File: config.mk
export PLATFORM = sky130hd
export DESIGN_NAME = ctu_2xclk_drv_seq
export DESIGN_NICKNAME = d
export VERILOG_FILES = /design/src/rtl/ctu_clk_pkg.sv /design/src/rtl/ctu_sync2.sv /design/src/rtl/ctu_2xclk_drv_seq.sv
export SDC_FILE = /design/constraint.sdc
export NUM_CORES = 1
export LEC_CHECK = 0
export BUFFER_PORTS_ARGS = -buffer_cell sky130_fd_sc_hd__buf_2
export CORE_AREA = 2 2 67 69
export CTS_CLUSTER_DIAMETER = 50
export DETAILED_ROUTE_END_ITERATION = 8
export DIE_AREA = 0 0 69 71
export PLACE_DENSITY = 0.68
export SETUP_SLACK_MARGIN = 0.2
export SLEW_MARGIN = 10
export SYNTH_ARGS = -nofsm -noshare
export SYNTH_HDL_FRONTEND = slang
export SYNTH_SLANG_ARGS = --single-unit
File: constraint.sdc
create_clock -name clk -period 2.8 [get_ports clk]
set_input_delay 0.84 -clock clk [delete_from_list [all_inputs] [get_ports clk]]
set_output_delay 0.84 -clock clk [all_outputs]
set_load 0.02 [all_outputs]
File: src/rtl/ctu_clk_pkg.sv
// Shared types and default constants for the CTU clock-driver sequencing logic.
// No logic; types only.
// No flow control.
package ctu_clk_pkg;

    typedef enum logic [2:0] {
        OFF     = 3'd0,
        SETTLE  = 3'd1,
        RAMP_UP = 3'd2,
        ON      = 3'd3,
        RAMP_DN = 3'd4
    } ctu_seq_state_e;

    localparam int CTU_2XDRV_NUM   = 5;
    localparam int CTU_LOCK_CYC    = 512;
    localparam int CTU_STAGGER_CYC = 4;

endpackage

File: src/rtl/ctu_sync2.sv
// Generic two-flop synchronizer for a single-bit asynchronous level.
// Latency: 2 clk cycles.
// No flow control; the input is a level, not a transaction.
module ctu_sync2 (
    input  logic clk,
    input  logic rst_l,
    input  logic d,
    output logic q
);

    logic meta;

    always_ff @(posedge clk or negedge rst_l) begin
        if (!rst_l) begin
            meta <= 1'b0;
            q    <= 1'b0;
        end else begin
            meta <= d;
            q    <= meta;
        end
    end

endmodule

File: src/rtl/ctu_2xclk_drv_seq.sv
// Staggered enable/disable sequencer for the CTU 2x-clock local driver bank.
// Latency: LOCK_CYC+1 cycles from start to first enable, then STAGGER_CYC per driver.
// No backpressure: start/stop are single-cycle pulses, lock loss forces all drivers off.
module ctu_2xclk_drv_seq
    import ctu_clk_pkg::*;
#(
    parameter int NUM_DRV     = CTU_2XDRV_NUM,
    parameter int LOCK_CYC    = CTU_LOCK_CYC,
    parameter int STAGGER_CYC = CTU_STAGGER_CYC,
    parameter int CNT_W       = 10
) (
    input  logic               clk,
    input  logic               rst_l,
    input  logic               pll_lock,
    input  logic               start_req,
    input  logic               stop_req,
    output logic [NUM_DRV-1:0] drv_en,
    output logic               seq_busy,
    output logic               seq_done,
    output logic               lock_err
);

    localparam int IDX_W = (NUM_DRV > 1) ? $clog2(NUM_DRV) : 1;
    localparam logic [CNT_W-1:0] LOCK_RLD = CNT_W'(LOCK_CYC - 1);
    localparam logic [CNT_W-1:0] STAG_RLD = CNT_W'(STAGGER_CYC - 1);
    localparam logic [IDX_W-1:0] IDX_LAST = IDX_W'(NUM_DRV - 1);

    ctu_seq_state_e     state_q, state_d;
    logic [CNT_W-1:0]   cnt_q, cnt_d, cnt_dec;
    logic [IDX_W-1:0]   idx_q, idx_d, idx_inc, idx_dec;
    logic [NUM_DRV-1:0] drv_d;
    logic               busy_d, done_d, err_d;
    logic               lock_s;

    ctu_sync2 u_lock_sync (
        .clk   (clk),
        .rst_l (rst_l),
        .d     (pll_lock),
        .q     (lock_s)
    );

    assign cnt_dec = (cnt_q == '0) ? '0 : cnt_q - 1'b1;
    assign idx_inc = idx_q + 1'b1;
    assign idx_dec = idx_q - 1'b1;

    always_comb begin
        state_d = state_q;
        cnt_d   = cnt_dec;
        idx_d   = idx_q;
        drv_d   = drv_en;
        done_d  = 1'b0;
        err_d   = 1'b0;
        case (state_q)
            OFF: begin
                cnt_d = '0;
                // A simultaneous stop wins, so start+stop together is a no-op.
                if (start_req && !stop_req) begin
                    if (lock_s) begin
                        state_d = SETTLE;
                        cnt_d   = LOCK_RLD;
                    end else begin
                        err_d = 1'b1;
                    end
                end
            end
            SETTLE: begin
                if (cnt_q == '0) begin
                    state_d  = RAMP_UP;
                    drv_d[0] = 1'b1;
                    idx_d    = '0;
                    cnt_d    = STAG_RLD;
                end
            end
            RAMP_UP: begin
                if (stop_req) begin
                    state_d      = RAMP_DN;
                    drv_d[idx_q] = 1'b0;
                    cnt_d        = STAG_RLD;
                end else if (cnt_q == '0) begin
                    if (idx_q == IDX_LAST) begin
                        state_d = ON;
                        done_d  = 1'b1;
                    end else begin
                        idx_d          = idx_inc;
                        drv_d[idx_inc] = 1'b1;
                        cnt_d          = STAG_RLD;
                    end
                end
            end
            ON: begin
                drv_d = '1;
                if (stop_req) begin
                    state_d          = RAMP_DN;
                    drv_d[NUM_DRV-1] = 1'b0;
                    idx_d            = IDX_LAST;
                    cnt_d            = STAG_RLD;
                end
            end
            RAMP_DN: begin
                if (cnt_q == '0) begin
                    if (idx_q == '0) begin
                        state_d = OFF;
                        done_d  = 1'b1;
                    end else begin
                        idx_d          = idx_dec;
                        drv_d[idx_dec] = 1'b0;
                        cnt_d          = STAG_RLD;
                    end
                end
            end
            default: begin
                state_d = OFF;
                drv_d   = '0;
            end
        endcase
        // Lock loss overrides everything: hard shutdown, no orderly ramp.
        if (state_q != OFF && !lock_s) begin
            state_d = OFF;
            drv_d   = '0;
            cnt_d   = '0;
            idx_d   = '0;
            done_d  = 1'b0;
            err_d   = 1'b1;
        end
        busy_d = (state_d == SETTLE) || (state_d == RAMP_UP) || (state_d == RAMP_DN);
    end

    always_ff @(posedge clk or negedge rst_l) begin
        if (!rst_l) begin
            state_q  <= OFF;
            cnt_q    <= '0;
            idx_q    <= '0;
            drv_en   <= '0;
            seq_busy <= 1'b0;
            seq_done <= 1'b0;
            lock_err <= 1'b0;
        end else begin
            state_q  <= state_d;
            cnt_q    <= cnt_d;
            idx_q    <= idx_d;
            drv_en   <= drv_d;
            seq_busy <= busy_d;
            seq_done <= done_d;
            lock_err <= err_d;
        end
    end

endmodule

# After elaboration in Yosys (flattened, before gate mapping)
# Cells that the tools add are included.
# word_totals
in_bits,5
output_inout_bits,8
register_bits,26
# classes
n_eq_ne,19
bitwise,5
n_reduce_logical,18
mux,59
addsub,3
n_lt_le_gt_ge,6
# op_table
operator,n
10-bit 2-to-1 mux,9
3-bit 2-to-1 mux,18
10-bit one-hot mux with 5 select lines,1
5-bit 2-to-1 mux,6
3-bit inequality test (second input constant),7
9-bit 2-to-1 mux,2
4-bit one-hot mux with 4 select lines,1
1-bit 2-to-1 mux,15
3-bit one-hot mux with 5 select lines,1
3-bit by 4-bit less-than comparator with 1-bit output (second input constant),3
3-bit one-hot mux with 4 select lines,1
5-bit AND,2
10-bit zero test,1
5-bit inverter,2
10-bit by 1-bit subtractor with 10-bit output (second input constant),1
1-bit demux with 3-bit select,3
3-bit by 2-bit equality test with 1-bit output (second input constant),3
3-bit equality test (second input constant),3
3-bit by 1-bit >= comparator with 1-bit output (second input constant),3
4-bit inequality test (second input constant),2
8-bit AND reduction,1
3-bit by 1-bit equality test with 1-bit output (second input constant),2
3-bit zero test,2
6-bit AND reduction,1
other kinds (14),20

# Depth between registers and ports, before layout
# Gate-level depths: netlist (run 1).
# depth
word_depth,11
ltp_mapped,9
ltp_nobuf,7

# Cells and area by module
# From an unflattened synthesis (run 1), not the netlist that was laid out.
# unflattened
cells_unflattened,209
area_unflattened_um2,1783.0
# by_module_without_submodules
mod,area_each_um2,n_inst,cells_per_inst
ctu_2xclk_drv_seq,1732.9,1,207
ctu_sync2,50.0,1,2

# Worst setup path before layout (run 1)
# Ideal clock, no wire load.
# synth_path
kind,in2reg
start,input stop_req
end,register drv_en[0]
stages,4
required_ns,2.675
n_path_buf,0
slack_ns,0.678
t_arrival_ns,1.998
path_cell_list,nor4b_1 > nand4_1 > nand3_1 > mux2_2
# synth_via
elab_chain_len,3
elab_cells_between_ends,6
cone_classes,eq/ne (2); mux (3); reduce/logical (1)
# synth_lines
item,line_no,rtl
from (decl),ctu_2xclk_drv_seq.sv:16,"input logic stop_req,"
5-bit 2-to-1 mux,ctu_2xclk_drv_seq.sv:75,if (stop_req) begin
1-bit one-hot mux with 5 select lines,ctu_2xclk_drv_seq.sv:53,case (state_q)
5-bit 2-to-1 mux,ctu_2xclk_drv_seq.sv:117,if (state_q != OFF && !lock_s) begin
to (signal assigned),ctu_2xclk_drv_seq.sv:141,drv_en <= drv_d;
to (decl),ctu_2xclk_drv_seq.sv:17,"output logic [NUM_DRV-1:0] drv_en,"
# Parallel ways exist; a longest one is shown, timed or not.
# A chain may end at the register's enable or synchronous reset.

# Worst setup path in the final report (run 1)
# layout_path
start,register idx_q[0]
end,register drv_en[4]
# layout_via
elab_chain_len,11
elab_cells_between_ends,34
cone_classes,add/sub (2); order compare (6); eq/ne (3); mux (13); bitwise (5); reduce/logical (5)
# layout_lines
item,line_no,rtl
from (decl),ctu_2xclk_drv_seq.sv:30,"logic [IDX_W-1:0] idx_q, idx_d, idx_inc, idx_dec;"
from (signal assigned),ctu_2xclk_drv_seq.sv:140,idx_q <= idx_d;
3-bit by 1-bit adder with 3-bit output / 3-bit by 1-bit subtractor with 3-bit output (equally long branches),"ctu_2xclk_drv_seq.sv:43, ctu_2xclk_drv_seq.sv:44",
3-bit by 4-bit less-than comparator with 1-bit output (not written as such) (tied with other cells),ctu_2xclk_drv_seq.sv:85,drv_d[idx_inc] = 1'b1;
"1-bit logical AND, on equally long branches","ctu_2xclk_drv_seq.sv:85, ctu_2xclk_drv_seq.sv:106",
"1-bit 2-to-1 mux, on equally long branches","ctu_2xclk_drv_seq.sv:85, ctu_2xclk_drv_seq.sv:106",
"1-bit demux with 3-bit select, on equally long branches","ctu_2xclk_drv_seq.sv:85, ctu_2xclk_drv_seq.sv:106",
5-bit bitwise OR (no source line) / 5-bit inverter (equally long branches),--,
5-bit 2-to-1 mux / 5-bit AND (equally long branches),--,
"5-bit 2-to-1 mux, on equally long branches","ctu_2xclk_drv_seq.sv:79, ctu_2xclk_drv_seq.sv:101",
"5-bit 2-to-1 mux, on equally long branches","ctu_2xclk_drv_seq.sv:75, ctu_2xclk_drv_seq.sv:100",
4-bit one-hot mux with 4 select lines,ctu_2xclk_drv_seq.sv:53,
5-bit 2-to-1 mux,ctu_2xclk_drv_seq.sv:117,
# Parallel ways exist; a longest one is shown, timed or not. The select of a mux whose other input is x is not followed.

==> flow_metrics.py, run 1 <==
metrics = {
    "min_path": {
        "hold_depth": 0,
        "hold_end": "u_lock_sync.q",
        "worstHoldStart": "u_lock_sync.meta",
        "hold_class": "reg -> reg",
    },
    "layout": {
        "fillers": 406,
        "instances_no_fill": 269,
        "final_layout_size_suffix_gt1_share_pct": 14.7,
        "area_growth_pct": 7.07,
        "diodes": 0,
        "layout.nets": 228,
    },
    "drt": {
        "drc": 0,
        "wl_per_cell_um": 15.5,
        "detail_route.iter0.violations": 84,
        "vias": 1598,
        "vias_per_cell": 5.94,
        "routed_wirelength_um": 4170,
        "drtPass1Iterations": 5,
        "ant_nets": 0,
    },
    "critical_path": {
        "critical_path_class": "reg -> reg",
        "reg2reg_depth": 6,
        "cp_slowest_cell": "dfrtp_1",
        "r2r-start": "idx_q[0]",
        "rrSetupSlack_ns": 0.48,
        "cp.required_ns": 2.97,
        "cp.arrival_ns": 2.49,
        "worst-path-max-fanout": 10,
        "critPathLaunchType": "flip-flop",
        "worstSetupEndpointType": "flip-flop",
        "crit_chain": "inv_1 > ha_1 > nand4b_1 > a221oi_1 > a211oi_2 > mux2_2",
        "max_stage_delay_ns": 0.54,
        "worstReg2RegEnd": "drv_en[4]",
    },
    "synthesis": {
        "yosysWarningCount": 0,
        "synth_edf_count": 0,
        "synth_cell_types": 50,
        "synth_top_family_by_area": "simple AND/OR/NAND/NOR gates",
        "syn_inst": 211,
        "synth_ff_type": "dfrtp_1",
        "synth_fa_ha_area_share_pct": 3.40,
        "synthSimpleGateAreaFrac_pct": 24.7,
        "netlist_area_sq_um": 1840,
        "ys_seq_elements": 26,
        "syn_nets": 221,
        "synth.avg_cell_area_sq_um": 8.73,
        "synth_xor_area_share_pct": 5.23,
        "synthMuxAreaShare_pct": 3.40,
        "async_reset_ff_share_pct": 100,
        "ys_seq_area_share_pct": 35.3,
        "synth-compound-area-share_pct": 21.3,
    },
    "floorplanning": {
        "start_util_pct": 43.8,
        "die_h_um": 71,
        "die_area_sq_um": 4900,
        "ioPinCount": 13,
        "core_sq_um": 4200,
        "die_w_um": 69,
        "rows": 24,
    },
    "timing": {
        "setup_tns_ns": 0,
        "period_minus_slack_ns": 2.32,
        "relSlewSlack_pct": 57.2,
        "clock.fmax_mhz": 432,
        "maxSlewViolCount": 0,
        "hold_viol": 0,
        "skew_ns": 0.00199,
        "rsz0062_at_grt": "false",
        "worstMarginPinSlew_ns": 0.636,
        "setup_viol": 0,
        "period_share_pct": 82.7,
    },
    "clock_network": {
        "cts_resized": 0,
        "clkSlewWorstSetupHoldPaths_ns": 0.09,
        "cts_tree": "yes",
        "holdBufCountCts": 0,
        "postCtsSetupRepairBufs": 0,
        "cts_max_level": 1,
        "clock-sinks": 26,
        "clk_latency_ns": 0.28,
        "clock_path_buffers": 2,
        "clock-root-buffer": "clkbuf_8",
        "cts_buffers": 3,
    },
    "global_routing": {
        "grt_max_degree": 27,
        "overflow": 0,
        "grtUsageTotal_pct": 17.9,
        "grt_pass1_vias": 1474,
        "antenna_found_initial": 0,
        "grt_pass1_wl_um": 7110,
    },
    "power": {
        "intPower_uw": 1070,
        "comb_power_share_pct": 52.1,
        "p_leak_uw": 0.000849,
        "cellPowerDensity_nw_per_um2": 969,
        "power.total_uw": 1910,
        "swShare_pct": 43.9,
        "netSwitchingPower_uw": 839,
        "ir_drop_uv": 423,
        "clock_power_share_pct": 16.6,
        "pwr-share-seq_pct": 31.3,
    },
    "placed_design": {
        "dp_hpwl_um": 2990,
        "gp_congestion": 0.877,
        "portBuffers": 12,
        "dp.cells": 265,
    },
    "job": {
        "drv_cap": 0,
    },
    "status": {
        "status": "finished clean",
    },
}
kinds of logic after synthesis:
kind of cell,Yosys count
DFF,26
AOI/OAI and AO/OA,64
adders and majority gates,5
and+or+nand+nor,78
buffers and inverters,22
muxes,5
xor gates and xnor gates,11
final cells by class:
type,instances,area [sq um],share of cell area [%]
Tap cell,52,65.1,3.30
Multi-Input combinational cell,163,1070,54.2
Inverter,9,33.8,1.71
Timing Repair Buffer,15,82.6,4.19
Clock buffer,3,41.3,2.09
Sequential cell,26,651,33.0
Clock inverter,1,30.0,1.52
sequential cells by signal, indices dropped and copies added, names as in the netlist:
name,flops
drv_en,5
u_lock_sync.q,1
seq_done,1
seq_busy,1
lock_err,1
cnt_q,10
idx_q,3
u_lock_sync.meta,1
state_q,3
synth_stat cells, types with 3 or more instances:
library cell,count,area (sq um)
a211oi_1,3,22.5
a21oi_1,16,80.1
a31oi_1,7,43.8
buf_6,5,56.3
clkbuf_1,6,22.5
dfrtp_1,26,651
ha_1,5,62.6
inv_1,9,33.8
nand2_1,15,56.3
nand2b_1,3,18.8
nand3_1,8,40.0
nor2_1,14,52.6
nor2b_1,6,37.5
nor3_1,4,20.0
nor4_1,3,18.8
o211ai_1,3,22.5
o21ai_0,19,95.1
o22ai_1,3,18.8
or3b_2,3,26.3
xnor2_1,7,61.3
xor2_1,4,35.0
stage by stage:
step / hold slack, ns / utilization, % / instance area, sq um / worst slack (ns)
after floorplan: 0.331 / - / 1840 / 0.678
after global placement: 0.334 / 45.2 / 1900 / 0.457
after detailed placement: 0.335 / 45.2 / 1900 / 0.443
after CTS: 0.356 / 46.9 / 1970 / 0.518
after global routing: 0.383 / 46.9 / 1970 / 0.279
final: 0.355 / 46.9 / 1970 / 0.484
layout by cell type (no fill, tap or decap), types with 4 or more instances in the layout:
cell type  count
nor3_1         4
inv_1          9
a21oi_1       16
buf_2         12
nor2b_1        6
xor2_1         4
o21ai_0       19
nor2_1        14
a31oi_1        7
nand3_1        8
xnor2_1        7
dfrtp_1       26
ha_1           5
nand2_1       15
worst max-delay path by stage:
| stage | start | slack [ns] | end | cells past startpoint |
|---|---|---|---|---|
| 4_1_cts | idx_q[0] | 0.52 | drv_en[4] | 6 |
| 6_report | idx_q[0] | 0.48 | drv_en[4] | 6 |
| 5_1_grt | idx_q[0] | 0.28 | drv_en[2] | 7 |
| 3_5_place_dp | stop_req | 0.44 | drv_en[0] | 6 |
| 2_1_floorplan | stop_req | 0.68 | drv_en[0] | 4 |
| 3_3_place_gp | stop_req | 0.46 | drv_en[0] | 6 |
routing by layer:
| metal | track usage [%] | up-vias | wire length, um | part of all wire [%] |
|---|---|---|---|---|
| met5 | 0 | - | 0 | 0 |
| met4 | 7.63 | 0 | 82 | 2.0 |
| met3 | 2.56 | 6 | 219 | 5.3 |
| met2 | 26.6 | 62 | 1900 | 46 |
| met1 | 26.2 | 753 | 1970 | 47 |
| li1 | - | 777 | - | - |
worst max-delay path: cells and delay by family (launching register included):
kind | cells | cell delay (ns)
flops | 1 | 0.54
fa+ha+maj | 1 | 0.35
mux | 1 | 0.40
buf+inv | 1 | 0.21
simple gates | 1 | 0.13
compound gates | 2 | 0.57
power by group through the flow:
stage	Sequential (uW)	Clock (uW)	Combinational, uW
after floorplan	560	0	866
after CTS	597	326	991
after detailed placement	605	0	985
final	598	318	995
after global placement	603	0	973
after global routing	615	341	1130
No activity file was read; power rests on OpenSTA's default activity.
==> run 2, diff against run 1 <==
--- a/config.mk
+++ b/config.mk
@@ -10,7 +10,7 @@
 export CTS_CLUSTER_DIAMETER = 50
 export DETAILED_ROUTE_END_ITERATION = 8
 export DIE_AREA = 0 0 69 71
-export PLACE_DENSITY = 0.68
+export PLACE_DENSITY = 0.7
 export SETUP_SLACK_MARGIN = 0.2
 export SLEW_MARGIN = 10
 export SYNTH_ARGS = -nofsm -noshare
==> constraint.sdc (replaced) <==
create_clock -name clk -period 1.9 [get_ports clk]
set_input_delay 0.57 -clock clk [delete_from_list [all_inputs] [get_ports clk]]
set_output_delay 0.57 -clock clk [all_outputs]
set_load 0.02 [all_outputs]
==> flow_metrics.py, run 2 (same netlist as run 1, synthesis figures left out) <==
metrics = {
    "timing": {
        "hold_viol": 0,
        "rsz0062_at_grt": "true",
        "worst_slack_ns": -0.00847,
        "relSlewSlack_pct": 59.4,
        "whs_ns": 0.287,
        "clock.fmax_mhz": 524,
        "setup_tns_ns": -0.00847,
        "skew_ns": 0.00722,
        "period_minus_slack_ns": 1.91,
        "setup_viol": 1,
        "worstMarginPinSlew_ns": 0.609,
        "maxSlewViolCount": 0,
        "period_share_pct": 100,
    },
    "critical_path": {
        "worstSetupEndpointType": "flip-flop",
        "cp.required_ns": 2.06,
        "cp.arrival_ns": 2.07,
        "r2r-start": "cnt_q[0]",
        "critical_path_class": "reg -> reg",
        "worst-path-max-fanout": 4,
        "crit_start": "cnt_q[0]",
        "critPathLaunchType": "flip-flop",
    },
    "clock_network": {
        "clock-root-buffer": "clkbuf_8",
        "cts_tree": "yes",
        "clock_path_buffers": 2,
        "clock-sinks": 26,
        "cts_buffers": 3,
        "cts_max_level": 1,
        "clkSlewWorstSetupHoldPaths_ns": 0.10,
        "holdBufCountCts": 0,
        "clk_latency_ns": 0.28,
    },
    "layout": {
        "largest_register_ffs": 10,
        "reg_top3": "cnt_q (10), drv_en (5)",
        "final_layout_size_suffix_gt1_share_pct": 46.8,
        "diodes": 0,
        "instances_no_fill": 321,
        "top_register": "cnt_q",
        "layout_commonest_cell": "buf_4",
        "layout.nets": 280,
        "area_growth_pct": 42.1,
        "final_cell_mix": "52 x buf_4, 22 x dfrtp_1, 15 x nand2_1, 15 x o21ai_0, 13 x nor2_1",
    },
    "floorplanning": {
        "rows": 24,
        "die_h_um": 71,
        "start_util_pct": 43.8,
        "die_w_um": 69,
        "die_area_sq_um": 4900,
        "core_sq_um": 4200,
        "ioPinCount": 13,
    },
    "drt": {
        "drtPass1Iterations": 5,
        "drc": 0,
        "vias_per_cell": 5.89,
        "routed_wirelength_um": 5490,
        "wl_per_cell_um": 17.1,
        "vias": 1890,
        "ant_nets": 0,
        "detail_route.iter0.violations": 121,
    },
    "placed_design": {
        "portBuffers": 12,
        "dp_hpwl_um": 3470,
        "gp_congestion": 0.917,
        "dp.cells": 302,
        "dp_slack_ns": -0.0849,
    },
    "global_routing": {
        "grtUsageTotal_pct": 22.1,
        "grt_pass1_wl_um": 8720,
        "antenna_found_initial": 0,
        "grt_max_degree": 27,
        "grt_pass1_vias": 1828,
        "overflow": 0,
    },
    "status": {
        "violations": "setup timing",
        "status": "finished with violations",
    },
    "power": {
        "pwr-share-seq_pct": 20.7,
        "swShare_pct": 42.4,
        "cellPowerDensity_nw_per_um2": 1510,
        "comb_power_share_pct": 67.3,
        "clock_power_share_pct": 12.0,
        "ir_drop_uv": 853,
        "intPower_uw": 2270,
        "netSwitchingPower_uw": 1670,
        "p_leak_uw": 0.00114,
    },
    "min_path": {
        "hold_class": "in -> async",
    },
    "job": {
        "drv_cap": 0,
    },
}
-- run 2: layout make-up --
| type | instances | area (sq um) |
|---|---|---|
| clock inverter | 1 | 30.0 |
| multi-input combinational | 163 | 1310 |
| clock buffer | 3 | 41.3 |
| tap | 52 | 65.1 |
| timing repair buffer | 67 | 484 |
| sequential | 26 | 656 |
| fill | 340 | 1590 |
| inverter | 9 | 33.8 |
-- run 2: critical path, stage by stage (launching register included) --
cell and delay [ns]:
dfrtp_1 0.38, inv_2 0.05, ha_2 0.16, and2b_1 0.17, and3_4 0.17, buf_6 0.12, or3_4 0.36, nand3_2 0.07
mux2_4 0.30
-- run 2: repair_timing --
item | in CTS | in global routing
endpoints found under the setup margin | 22 | 20
pin swaps | 9 | 11
setup buffers | 12 | 3
resized for setup | 25 | 27
-- run 2: final timing paths --
kind                                       to  slack (ns)  cells after the start
worst max-delay path                drv_en[0]      -0.008                      8
worst min-delay path                 cnt_q[6]        0.29                      1
worst max register to register      drv_en[0]      -0.008                      8
worst min register to register  u_lock_sync.q        0.35                      0
max in group asynchronous          state_q[2]        1.18                      1
min in group clk                u_lock_sync.q        0.35                      0
-- run 2: power by group through the flow --
| stage | combinational, uW | sequential, uW | clock (uW) |
|---|---|---|---|
| after floorplan | 1330 | 827 | 0 |
| after global placement | 1960 | 815 | 0 |
| after detailed placement | 1970 | 819 | 0 |
| after CTS | 2330 | 805 | 478 |
| after global routing | 2870 | 830 | 502 |
| final | 2650 | 814 | 473 |
-- run 2: per-layer routing --
layer	vias to the layer above	GRT usage, %	part of all wire, %
met4	0	8.28	1.7
met5	-	0	0
met1	933	29.6	43
met2	68	37.1	50
met3	10	2.42	5.9
li1	879	-	-
-- run 2: stage by stage --
stage               util, %  power (uW)  instance area, sq um
floorplan                 -        2150                  1890
global placement       52.8        2770                  2220
detailed placement     52.8        2790                  2220
CTS                    58.9        3610                  2480
global route           62.3        4200                  2620
finish                 62.3        3940                  2620
==> run 3, diff against run 2 <==
--- a/config.mk
+++ b/config.mk
@@ -6,11 +6,11 @@
 export NUM_CORES = 1
 export LEC_CHECK = 0
 export BUFFER_PORTS_ARGS = -buffer_cell sky130_fd_sc_hd__buf_2
-export CORE_AREA = 2 2 67 69
+export CORE_AREA = 2 2 64 66
 export CTS_CLUSTER_DIAMETER = 50
 export DETAILED_ROUTE_END_ITERATION = 8
-export DIE_AREA = 0 0 69 71
-export PLACE_DENSITY = 0.7
+export DIE_AREA = 0 0 66 68
+export PLACE_DENSITY = 0.75
 export SETUP_SLACK_MARGIN = 0.2
 export SLEW_MARGIN = 10
 export SYNTH_ARGS = -nofsm -noshare
==> flow_metrics.py, run 3 (same netlist as run 1, synthesis figures left out) <==
metrics = {
    "global_routing": {
        "antenna_found_initial": 0,
        "grt_pass1_vias": 1894,
        "grtUsageTotal_pct": 25.6,
        "grt_pass1_wl_um": 8720,
        "overflow": 0,
        "grt_max_degree": 27,
        "use_met1_pct": 33.7,
        "busiest_layer": "met2",
        "grtUsageMet2_pct": 42.3,
        "grtUsageMet3_pct": 2.80,
    },
    "clock_network": {
        "clk_latency_ns": 0.27,
        "clock-sinks": 26,
        "holdBufCountCts": 0,
        "clock-root-buffer": "clkbuf_8",
        "cts_max_level": 1,
        "clkSlewWorstSetupHoldPaths_ns": 0.09,
        "cts_buffers": 3,
        "cts_tree": "yes",
        "clock_path_buffers": 2,
    },
    "layout": {
        "largest_register_ffs": 10,
        "reg_top3": "cnt_q (10), drv_en (5)",
        "fillers": 278,
        "layout.nets": 289,
        "final_layout_size_suffix_gt1_share_pct": 49.1,
        "instances_no_fill": 327,
        "final_cell_mix": "49 x buf_4, 23 x dfrtp_1, 14 x nand2_1, 14 x buf_6, 12 x buf_2",
        "area_growth_pct": 49.3,
        "diodes": 0,
        "stdcell_area_sq_um": 2750,
        "layout_commonest_cell": "buf_4",
        "final_core_util_pct": 71.3,
        "top_register": "cnt_q",
    },
    "drt": {
        "wl_per_cell_um": 19.0,
        "ant_nets": 0,
        "drtPass1Iterations": 7,
        "routed_wirelength_um": 6200,
        "vias_per_cell": 6.14,
        "drc": 0,
        "detail_route.iter0.violations": 216,
        "vias": 2009,
    },
    "power": {
        "ir_drop_uv": 1230,
        "cellPowerDensity_nw_per_um2": 1580,
        "p_leak_uw": 0.00119,
    },
    "timing": {
        "worst_slack_ns": -0.0705,
        "setup_viol": 6,
        "rsz0062_at_grt": "true",
        "skew_ns": 0.00463,
        "period_minus_slack_ns": 1.97,
        "worstMarginPinSlew_ns": 0.599,
        "relSlewSlack_pct": 60.1,
        "clock.fmax_mhz": 507,
        "maxSlewViolCount": 0,
        "hold_viol": 0,
        "period_share_pct": 104,
    },
    "floorplanning": {
        "core_sq_um": 3860,
        "ioPinCount": 13,
        "start_util_pct": 47.8,
        "rows": 23,
        "die_w_um": 66,
        "die_h_um": 68,
        "die_area_sq_um": 4490,
    },
    "critical_path": {
        "crit_chain": "inv_2 > ha_4 > and2b_2 > and3_4 > buf_6 > or3_4 > nand3_2 > mux2_4",
        "cp_slowest_cell": "dfrtp_1",
        "cp.required_ns": 2.06,
        "rrSetupSlack_ns": -0.07,
        "critPathLaunchType": "flip-flop",
        "crit_start": "cnt_q[0]",
        "worstReg2RegEnd": "drv_en[0]",
        "critical_path_depth": 8,
        "r2r-start": "cnt_q[0]",
        "worst-path-max-fanout": 3,
        "crit_family": "simple AND/OR/NAND/NOR gates",
        "worst-path-buf-inv": 2,
        "reg2reg_depth": 8,
        "worstSetupEndpointType": "flip-flop",
        "critical_path_class": "reg -> reg",
        "critPathCapture": "drv_en[0]",
        "cp.arrival_ns": 2.13,
        "max_stage_delay_ns": 0.39,
    },
    "job": {
        "drv_cap": 0,
    },
    "placed_design": {
        "portBuffers": 12,
        "gp_congestion": 0.922,
        "dp.cells": 298,
        "dp_hpwl_um": 3510,
        "place_area_sq_um": 2210,
    },
    "status": {
        "violations": "setup timing",
        "status": "finished with violations",
    },
    "min_path": {
        "hold_class": "in -> async",
    },
}
-- run 3: cell types whose count changed in the layout (fill, tap and decap cells not counted), moves of 2 or more --
cell and change:
nor2_1 -2, ha_4 +2, nor2_2 +2, o21ai_0 -5, nand3_2 -3, buf_6 +11, o21ai_1 +4, nand3_1 +3
a211oi_2 -2, buf_4 -3
-- run 3: per-layer routing --
metal	share of wire, %	wire length, um
met1	40	2490
met2	50	3090
met3	7.1	442
met4	2.9	182
met5	0	0
-- run 3: worst reg2reg max path, delay by kind of cell (launching register included) --
kind | cells | cell delay [ns]
simple gates | 4 | 0.83
flops | 1 | 0.39
mux | 1 | 0.29
buf+inv | 2 | 0.19
fa+ha+maj | 1 | 0.16
-- run 3: final cells by class --
type / count / area (sq um) / share of cell area (%)
Sequential cell: 26 / 654 / 23.8
Clock buffer: 3 / 41.3 / 1.50
Inverter: 9 / 33.8 / 1.23
Multi-Input combinational cell: 163 / 1350 / 49.2
Timing Repair Buffer: 76 / 606 / 22.0
Tap cell: 50 / 62.6 / 2.28
-- run 3: how the worst min path moves through the flow --
stage	startpoint	endpoint	slack [ns]
2_1_floorplan	rst_l	cnt_q[0]	0.27
3_3_place_gp	u_lock_sync.meta	u_lock_sync.q	0.33
3_5_place_dp	u_lock_sync.meta	u_lock_sync.q	0.35
4_1_cts	rst_l	cnt_q[1]	0.31
5_1_grt	rst_l	cnt_q[9]	0.34
6_report	rst_l	cnt_q[0]	0.30
-- run 3: timing repair --
action	4_1_cts	5_1_grt
hold endpoints to repair	0	0
setup buffers	14	12
setup endpoints to repair	20	23
pin swaps	8	17
resized for setup	18	54
-- run 3: through the flow --
stage / setup WS (ns) / hold slack [ns] / power, uW / TNS (ns)
2_1_floorplan: -0.0368 / 0.274 / 2150 / -0.0737
3_3_place_gp: -0.112 / 0.334 / 2720 / -0.278
3_5_place_dp: -0.127 / 0.346 / 2740 / -0.387
4_1_cts: 0.00970 / 0.309 / 3430 / 0
5_1_grt: -0.120 / 0.336 / 4580 / -0.672
6_report: -0.0705 / 0.297 / 4350 / -0.141
-- run 3: where the power goes --
group | switching (uW) | internal (uW)
registers | 147 | 687
clock network | 170 | 142
logic | 1590 | 1620
total | 1900 | 2450
